`config.mk`:
```
export PLATFORM = sky130hd
export DESIGN_NAME = bbprx_pulse_packer
export DESIGN_NICKNAME = d
export VERILOG_FILES = /design/src/rtl/bbprx_pulse_packer.sv
export SDC_FILE = /design/constraint.sdc
export NUM_CORES = 1
export LEC_CHECK = 0
export BUFFER_PORTS_ARGS = -buffer_cell sky130_fd_sc_hd__buf_2
export CAP_MARGIN = 25
export CORE_UTILIZATION = 50
export DETAILED_ROUTE_END_ITERATION = 12
export MAX_ROUTING_LAYER = met4
export PLACE_DENSITY_LB_ADDON = 0.12
export SYNTH_ARGS = -nofsm -noshare
export SYNTH_HDL_FRONTEND = slang
export SYNTH_SLANG_ARGS = --single-unit
```
`constraint.sdc`:
```
create_clock -name rxclk -period 2.6 [get_ports rxclk]
set_input_delay 0.13 -clock rxclk [delete_from_list [all_inputs] [get_ports rxclk]]
set_output_delay 0.13 -clock rxclk [all_outputs]
set_load 0.005 [all_outputs]
```
`src/rtl/bbprx_pulse_packer.sv`:
```
// Per-pulse sample framer feeding the RX buffer: skip, capture, zero-pad, 4-word trailer; 256 words per pulse.
// Optional pairwise averaging is compiled in with BBPRX_PACKER_DECIM2_EN.
module bbprx_pulse_packer #(
  parameter int unsigned PKT_WORDS     = 256,
  parameter int unsigned TRAILER_WORDS = 4
) (
  input  logic        rxclk,
  input  logic        reset,
  input  logic        enable,
  input  logic        trig,
  input  logic        sample_strobe,
  input  logic [15:0] sample,
  input  logic [15:0] delay,
  input  logic [7:0]  n_samples,
  input  logic        decim2,
  input  logic        clear_status,
  output logic        rxstrobe,
  output logic [15:0] data,
  output logic        busy,
  output logic        trig_dropped
);

  localparam int unsigned MAX_SAMPLES = PKT_WORDS - TRAILER_WORDS;
  localparam logic [7:0]  MAX_W       = 8'(MAX_SAMPLES);

  typedef enum logic [2:0] {S_IDLE, S_DELAY, S_SAMPLE, S_PAD, S_TRAILER} state_t;

  state_t      state, state_nxt;
  logic        trig_d;
  logic [15:0] dly_cnt, dly_nxt;
  logic [7:0]  n_lat, n_lat_nxt;
  logic [7:0]  word_cnt, word_nxt;
  logic [1:0]  tr_cnt, tr_nxt;
  logic [31:0] tick_cnt, tick_nxt;
  logic [31:0] tick_lat, tick_lat_nxt;
  logic [31:0] pulse_cnt, pulse_nxt;
  logic        strobe_nxt;
  logic [15:0] data_nxt;
  logic        dropped_nxt;
  logic        trig_edge, accept, emit;
  logic [15:0] emit_word;
  logic [7:0]  n_clamp;

`ifdef BBPRX_PACKER_DECIM2_EN
  logic        dec_lat, dec_nxt;
  logic        half, half_nxt;
  logic [15:0] pair_a, pair_nxt;
  logic [16:0] pair_sum;
`else
  logic        unused_decim2;
  assign unused_decim2 = decim2;
`endif

  assign trig_edge = trig & ~trig_d;
  assign accept    = trig_edge & enable & (state == S_IDLE);
  assign n_clamp   = (n_samples > MAX_W) ? MAX_W : n_samples;

  // Next-state and next-output logic
  always_comb begin
    state_nxt    = state;
    dly_nxt      = dly_cnt;
    n_lat_nxt    = n_lat;
    word_nxt     = word_cnt;
    tr_nxt       = tr_cnt;
    tick_nxt     = (tick_cnt == 32'hFFFF_FFFF) ? tick_cnt : tick_cnt + 32'd1;
    tick_lat_nxt = tick_lat;
    pulse_nxt    = pulse_cnt;
    strobe_nxt   = 1'b0;
    data_nxt     = data;
    dropped_nxt  = trig_dropped;
    emit         = 1'b0;
    emit_word    = sample;
`ifdef BBPRX_PACKER_DECIM2_EN
    dec_nxt      = dec_lat;
    half_nxt     = half;
    pair_nxt     = pair_a;
    pair_sum     = 17'(pair_a) + 17'(sample);
`endif

    // A new drop indication takes priority over a clear in the same cycle
    if (trig_edge && !accept) dropped_nxt = 1'b1;
    else if (clear_status)    dropped_nxt = 1'b0;

    case (state)
      S_IDLE: begin
        if (accept) begin
          dly_nxt      = delay;
          n_lat_nxt    = n_clamp;
          tick_lat_nxt = tick_cnt;
          pulse_nxt    = pulse_cnt + 32'd1;
          tick_nxt     = 32'd0;
          word_nxt     = 8'd0;
          tr_nxt       = 2'd0;
`ifdef BBPRX_PACKER_DECIM2_EN
          dec_nxt      = decim2;
          half_nxt     = 1'b0;
`endif
          if (delay != 16'd0)      state_nxt = S_DELAY;
          else if (n_clamp == 8'd0) state_nxt = S_PAD;
          else                     state_nxt = S_SAMPLE;
        end
      end
      S_DELAY: begin
        if (sample_strobe) begin
          dly_nxt = dly_cnt - 16'd1;
          if (dly_cnt == 16'd1) state_nxt = (n_lat == 8'd0) ? S_PAD : S_SAMPLE;
        end
      end
      S_SAMPLE: begin
        if (sample_strobe) begin
`ifdef BBPRX_PACKER_DECIM2_EN
          if (dec_lat && !half) begin
            half_nxt = 1'b1;
            pair_nxt = sample;
          end else begin
            half_nxt  = 1'b0;
            emit      = 1'b1;
            emit_word = dec_lat ? pair_sum[16:1] : sample;
          end
`else
          emit = 1'b1;
`endif
        end
        if (emit) begin
          strobe_nxt = 1'b1;
          data_nxt   = emit_word;
          word_nxt   = word_cnt + 8'd1;
          if (word_cnt + 8'd1 == n_lat) state_nxt = (n_lat == MAX_W) ? S_TRAILER : S_PAD;
        end
      end
      S_PAD: begin
        strobe_nxt = 1'b1;
        data_nxt   = 16'h0000;
        word_nxt   = word_cnt + 8'd1;
        if (word_cnt == MAX_W - 8'd1) state_nxt = S_TRAILER;
      end
      S_TRAILER: begin
        strobe_nxt = 1'b1;
        case (tr_cnt)
          2'd0:    data_nxt = pulse_cnt[15:0];
          2'd1:    data_nxt = pulse_cnt[31:16];
          2'd2:    data_nxt = tick_lat[15:0];
          default: data_nxt = tick_lat[31:16];
        endcase
        tr_nxt = tr_cnt + 2'd1;
        if (tr_cnt == 2'd3) state_nxt = S_IDLE;
      end
      default: state_nxt = S_IDLE;
    endcase
  end

  // State and output registers
  always_ff @(posedge rxclk) begin
    if (reset) begin
      state        <= S_IDLE;
      trig_d       <= 1'b0;
      dly_cnt      <= 16'd0;
      n_lat        <= 8'd0;
      word_cnt     <= 8'd0;
      tr_cnt       <= 2'd0;
      tick_cnt     <= 32'd0;
      tick_lat     <= 32'd0;
      pulse_cnt    <= 32'd0;
      rxstrobe     <= 1'b0;
      data         <= 16'h0000;
      busy         <= 1'b0;
      trig_dropped <= 1'b0;
`ifdef BBPRX_PACKER_DECIM2_EN
      dec_lat      <= 1'b0;
      half         <= 1'b0;
      pair_a       <= 16'h0000;
`endif
    end else begin
      state        <= state_nxt;
      trig_d       <= trig;
      dly_cnt      <= dly_nxt;
      n_lat        <= n_lat_nxt;
      word_cnt     <= word_nxt;
      tr_cnt       <= tr_nxt;
      tick_cnt     <= tick_nxt;
      tick_lat     <= tick_lat_nxt;
      pulse_cnt    <= pulse_nxt;
      rxstrobe     <= strobe_nxt;
      data         <= data_nxt;
      busy         <= (state_nxt != S_IDLE);
      trig_dropped <= dropped_nxt;
`ifdef BBPRX_PACKER_DECIM2_EN
      dec_lat      <= dec_nxt;
      half         <= half_nxt;
      pair_a       <= pair_nxt;
`endif
    end
  end

endmodule

```
# After elaboration in Yosys (flattened, before gate mapping)
# Cells that the tools add are included.
[totals]
out_inout_bits = 19
wordCells = 90
inputBits = 47
regBits = 153
[op_classes]
muxes = 33
n_addsub = 5
bitwise_logic = 4
n_eq_ne = 15
n_reduce_logical = 19
order_cmp = 1
[ops]
columns = ["cell", "n"]
rows = [
  ["32-bit 2-to-1 mux", 3],
  ["16-bit case mux with 3 select lines", 2],
  ["32-bit by 1-bit adder with 32-bit output (second input constant)", 2],
  ["16-bit 2-to-1 mux", 3],
  ["32-bit == test (second input constant)", 1],
  ["16-bit case mux with 2 select lines", 1],
  ["3-bit 2-to-1 mux", 8],
  ["8-bit 2-to-1 mux", 3],
  ["8-bit case mux with 3 select lines", 1],
  ["16-bit by 1-bit == test with 1-bit output (second input constant)", 1],
  ["8-bit == test (second input constant)", 2],
  ["8-bit logical NOT", 2],
  ["16-bit nonzero test", 1],
  ["16-bit by 1-bit subtractor with 16-bit output (second input constant)", 1],
  ["3-bit case mux with 5 select lines", 1],
  ["3-bit nonzero test", 3],
  ["8-bit by 1-bit adder with 8-bit output (second input constant)", 1],
  ["8-bit == test", 1],
  ["8-bit > comparator (second input constant)", 1],
  ["1-bit 2-to-1 mux", 7],
  ["3-bit by 2-bit == test with 1-bit output (second input constant)", 2],
  ["2-bit inequality test (second input constant)", 3],
  ["2-bit AND reduction", 3],
  ["3-bit AND reduction", 2],
  ["16 further kinds", 22],
]

# Depth between registers and ports, before layout
[depth]
ltp_word = 8
mapped_depth = 8
depth_no_buf = 7

# Worst setup path before layout
# Ideal clock, no wire load.
[synth_path]
kind = "register to register"
startpoint = "register tick_cnt[0]"
endpoint = "register tick_cnt[1]"
n_path_buf = 2
arrival_time_ns = 1.966
path_stages_with_launch = 9
setup_time_ns = 0.128
synth_period_minus_slack_ns = 2.093
slack_ns = 0.507
t_required_ns = 2.472
path_cell_list = "dfxtp_1 -> ha_1 -> and4_1 -> buf_2 -> nand4_1 -> nor4_4 -> buf_4 -> mux2i_1 -> nor2_1"
[synth_between]
elab_chain_cells = 4
word_cells_on_any_way = 5
cone_classes = "add/sub: 1; eq/ne: 1; mux: 3"
[synth_lines]
columns = ["item", "line_no", "text"]
rows = [
  ["from (decl)", "34", "logic [31:0] tick_cnt, tick_nxt;"],
  ["from (signal assigned)", "180", "tick_cnt <= tick_nxt;"],
  ["32-bit by 1-bit adder with 32-bit output or 32-bit == test (tied branches)", "65", "tick_nxt = (tick_cnt == 32'hFFFF_FFFF) ? tick_cnt : tick_cnt + 32'd1;"],
  ["32-bit 2-to-1 mux *", "65", ""],
  ["32-bit 2-to-1 mux", "86", "if (accept) begin"],
  ["32-bit 2-to-1 mux *", "84", "case (state)"],
]
# Mark *: on every way between the ends. The rest lies on a longest branch, timed or not.
# A chain may end at the register's enable or synchronous reset.

# Final worst setup path
# Ends and elaborated chain as after synthesis.

==> flow_summary.yaml <==
routing:
  post-route-drc-count: 0
  finalWirelength_um: 20800
  wl_per_cell_um: 17.04
  viasPerCell: 6.042
  dr.pass1.iters: 9
  ant_nets: 0
  drtIter0Drc: 711
  vias: 7377
clocking:
  cts_tree: "done"
  clk_pin_slew_ps: 70
  post-cts-setup-buffers: 0
  cts_inserted_buffers: 17
  clockBufferDepth: 2
  cts.sinks: 153
  htreeDepth: 4
  cts_resized: 0
  cts-root-buf: "clkbuf_16"
  clk_latency_ps: 430
synth:
  synth_most_common_cell: "dfxtp_1"
  synth_common_cells: "153 x dfxtp_1, 152 x nand2_1, 92 x a21oi_1, 90 x nor2_1, 49 x clkbuf_1"
  synth_top_cell_area_share: 0.3997
  syn_area_um2: 7664
  synth_seq_cells: 153
  async_flop_share: 0
  syn_nets: 1022
  synth_warnings: 0
  synth_top_cell_by_area: "dfxtp_1"
  synth-edff-count: 0
  synthTopCellsByArea: "dfxtp_1 40%, nand2_1 7.4%, a21oi_1 6.0%"
  netlist-cell-type-count: 67
  synthCells: 966
  yosysSeqAreaShare: 0.3997
  synth_top_flop_cell: "dfxtp_1"
  synth.avg_cell_area_um2: 7.933
global_route:
  grtUsageTotal: 0.2793
  grt_max_degree: 51
  antenna_found_initial: 0
  grt_pass1_vias: 6677
  grt_pass1_wl_um: 34180
  grt-ovfl-total: 0
sta:
  finalWorstSetupSlack_ps: 383.7
  tightest_slew_ps: 647.9
  slew_viol_final: 0
  fmax_mhz: 451.2
  rsz0062_at_grt: "no"
  hold_violations: 0
  relSlewSlack: 0.5635
  setup_viol: 0
  tns_ps: 0
  finalCritPeriodShare: 0.8524
  period_needed_ps: 2216
  finClkSkew_ps: 8.631
floorplanning:
  core.rowCount: 44
  dieArea_um2: 15830
  fp.dieW_um: 125.8
  ios: 66
  die_h_um: 125.8
  core_um2: 14750
  initial_core_util: 0.5194
setup_path:
  worstPathCellList: "ha_1, and4_1, nand4_1, nor4_4, buf_4, mux2i_1, nor2_1"
  critPathKind: "flip-flop to flip-flop"
  slowest_stage: "dfxtp_1"
  worstPathRequired_ps: 2920
  critPathArrivalTime_ps: 2540
  cp_top_family: "simple AND/OR/NAND/NOR gates"
  worst-path-buf-inv: 1
  start_kind: "flip-flop"
  crit_fanout: 19
  max_stage_delay_ps: 430
  endpoint_kind: "flip-flop"
final_layout:
  area_growth_pct: 15.84
  layout.nets: 1080
  regArea_um2: 3063
  antennaDiodeCount: 0
  multi_input_area_um2: 4299
  drive_gt1_frac: 0.1331
  filler_cell_count: 1383
placement:
  place_ws_ps: 420.5
  gp_congestion: 0.8810
  portBuffers: 64
  place_hpwl_um: 14340
power:
  power_frac_clock: 0.465
  p_leak_nw: 3.069
  switching_share: 0.2539
  total_power_mw: 5.343
  p_switching_mw: 1.356
  p_int_mw: 3.986
  ir_drop_mv: 0.4706
  p_per_area_nw_per_um2: 601.8
  pwr-share-seq: 0.454
  pwr-share-comb: 0.081
min_path:
  holdCritPathClass: "input port to flip-flop"
flow_run:
  cap_violations: 0
run_status:
  outcome: "finished clean"
layer usage:
layer	vias up	GRT usage	wire [um]
met1	3506	0.3609	9591
met2	188	0.4542	10110
met4	0	0.07442	218
met5	-	-	0
li1	3666	-	-
met3	17	0.04545	881
tightest hold or removal path, stage by stage:
cell      delay, ps
buf_2           110
a21oi_1         120
a221oi_1         80
flip-flops by register name (all words and copies together) (netlist names):
| register | flops |
|---|---|
| n_lat | 8 |
| trig_d | 1 |
| pulse_cnt | 32 |
| dly_cnt | 16 |
| word_cnt | 8 |
| data | 16 |
| tick_lat | 32 |
| tr_cnt | 2 |
| busy | 1 |
| rxstrobe | 1 |
| tick_cnt | 32 |
| trig_dropped | 1 |
| state | 3 |
worst paths after layout:
check,startpoint,endpoint,slack [ps],cells after the start
worst max-delay path,tick_cnt[0],tick_cnt[1],380,7
worst min-delay path,delay[0],dly_cnt[0],70,3
worst max register to register,tick_cnt[0],tick_cnt[1],380,7
worst min register to register,tick_lat[13],tick_lat[13],460,2
stage by stage:
step                hold WS, ps  utilization  instance area, um2  cells
finish                    69.38       0.6017                8877   1221
global route              62.94       0.6017                8877   1221
CTS                       57.22       0.6017                8877   1221
detailed placement        372.1       0.5549                8187   1179
global placement          374.4       0.5549                8187   1179
floorplan                 255.7            -                7664    966
power by group through the flow:
| stage | logic [mW] | clock network, mW | registers, mW |
|---|---|---|---|
| finish | 0.431 | 2.49 | 2.43 |
| global route | 0.483 | 2.64 | 2.43 |
| CTS | 0.430 | 2.53 | 2.42 |
| detailed placement | 0.415 | 0 | 2.48 |
| global placement | 0.410 | 0 | 2.48 |
| floorplan | 0.278 | 0 | 2.46 |
repair_timing:
action,in CTS,in global routing
setup endpoints to repair,0,0
hold buffers,10,0
endpoints found under the hold margin,10,0
cells by family after synthesis:
logic type                 share of synthesized area
xor gates and xnor gates                     0.04457
adders and majority gates                    0.01469
muxes                                       0.003919
buffers and inverters                        0.03935
and+or+nand+nor                               0.2860
DFF                                           0.3997
AOI/OAI and AO/OA                             0.2118
layout make-up:
class | count | share of cell area
clock inverter | 15 | 0.01860
sequential | 153 | 0.3450
multi-input combinational | 737 | 0.4843
timing repair buffer | 102 | 0.07273
clock buffer | 17 | 0.04792
inverter | 13 | 0.005497
tap | 184 | 0.02593
cells in the final DEF (no fill, tap or decap), types with 24 or more instances in the layout:
cell      count
a21oi_1      92
nand2_1     152
xnor2_1      31
buf_2        63
o21ai_0      46
buf_4        28
nand3_1      25
nor2_1       90
a211oi_1     26
dfxtp_1     153
or3_1        24
Power figures use the tool's default switching activity.
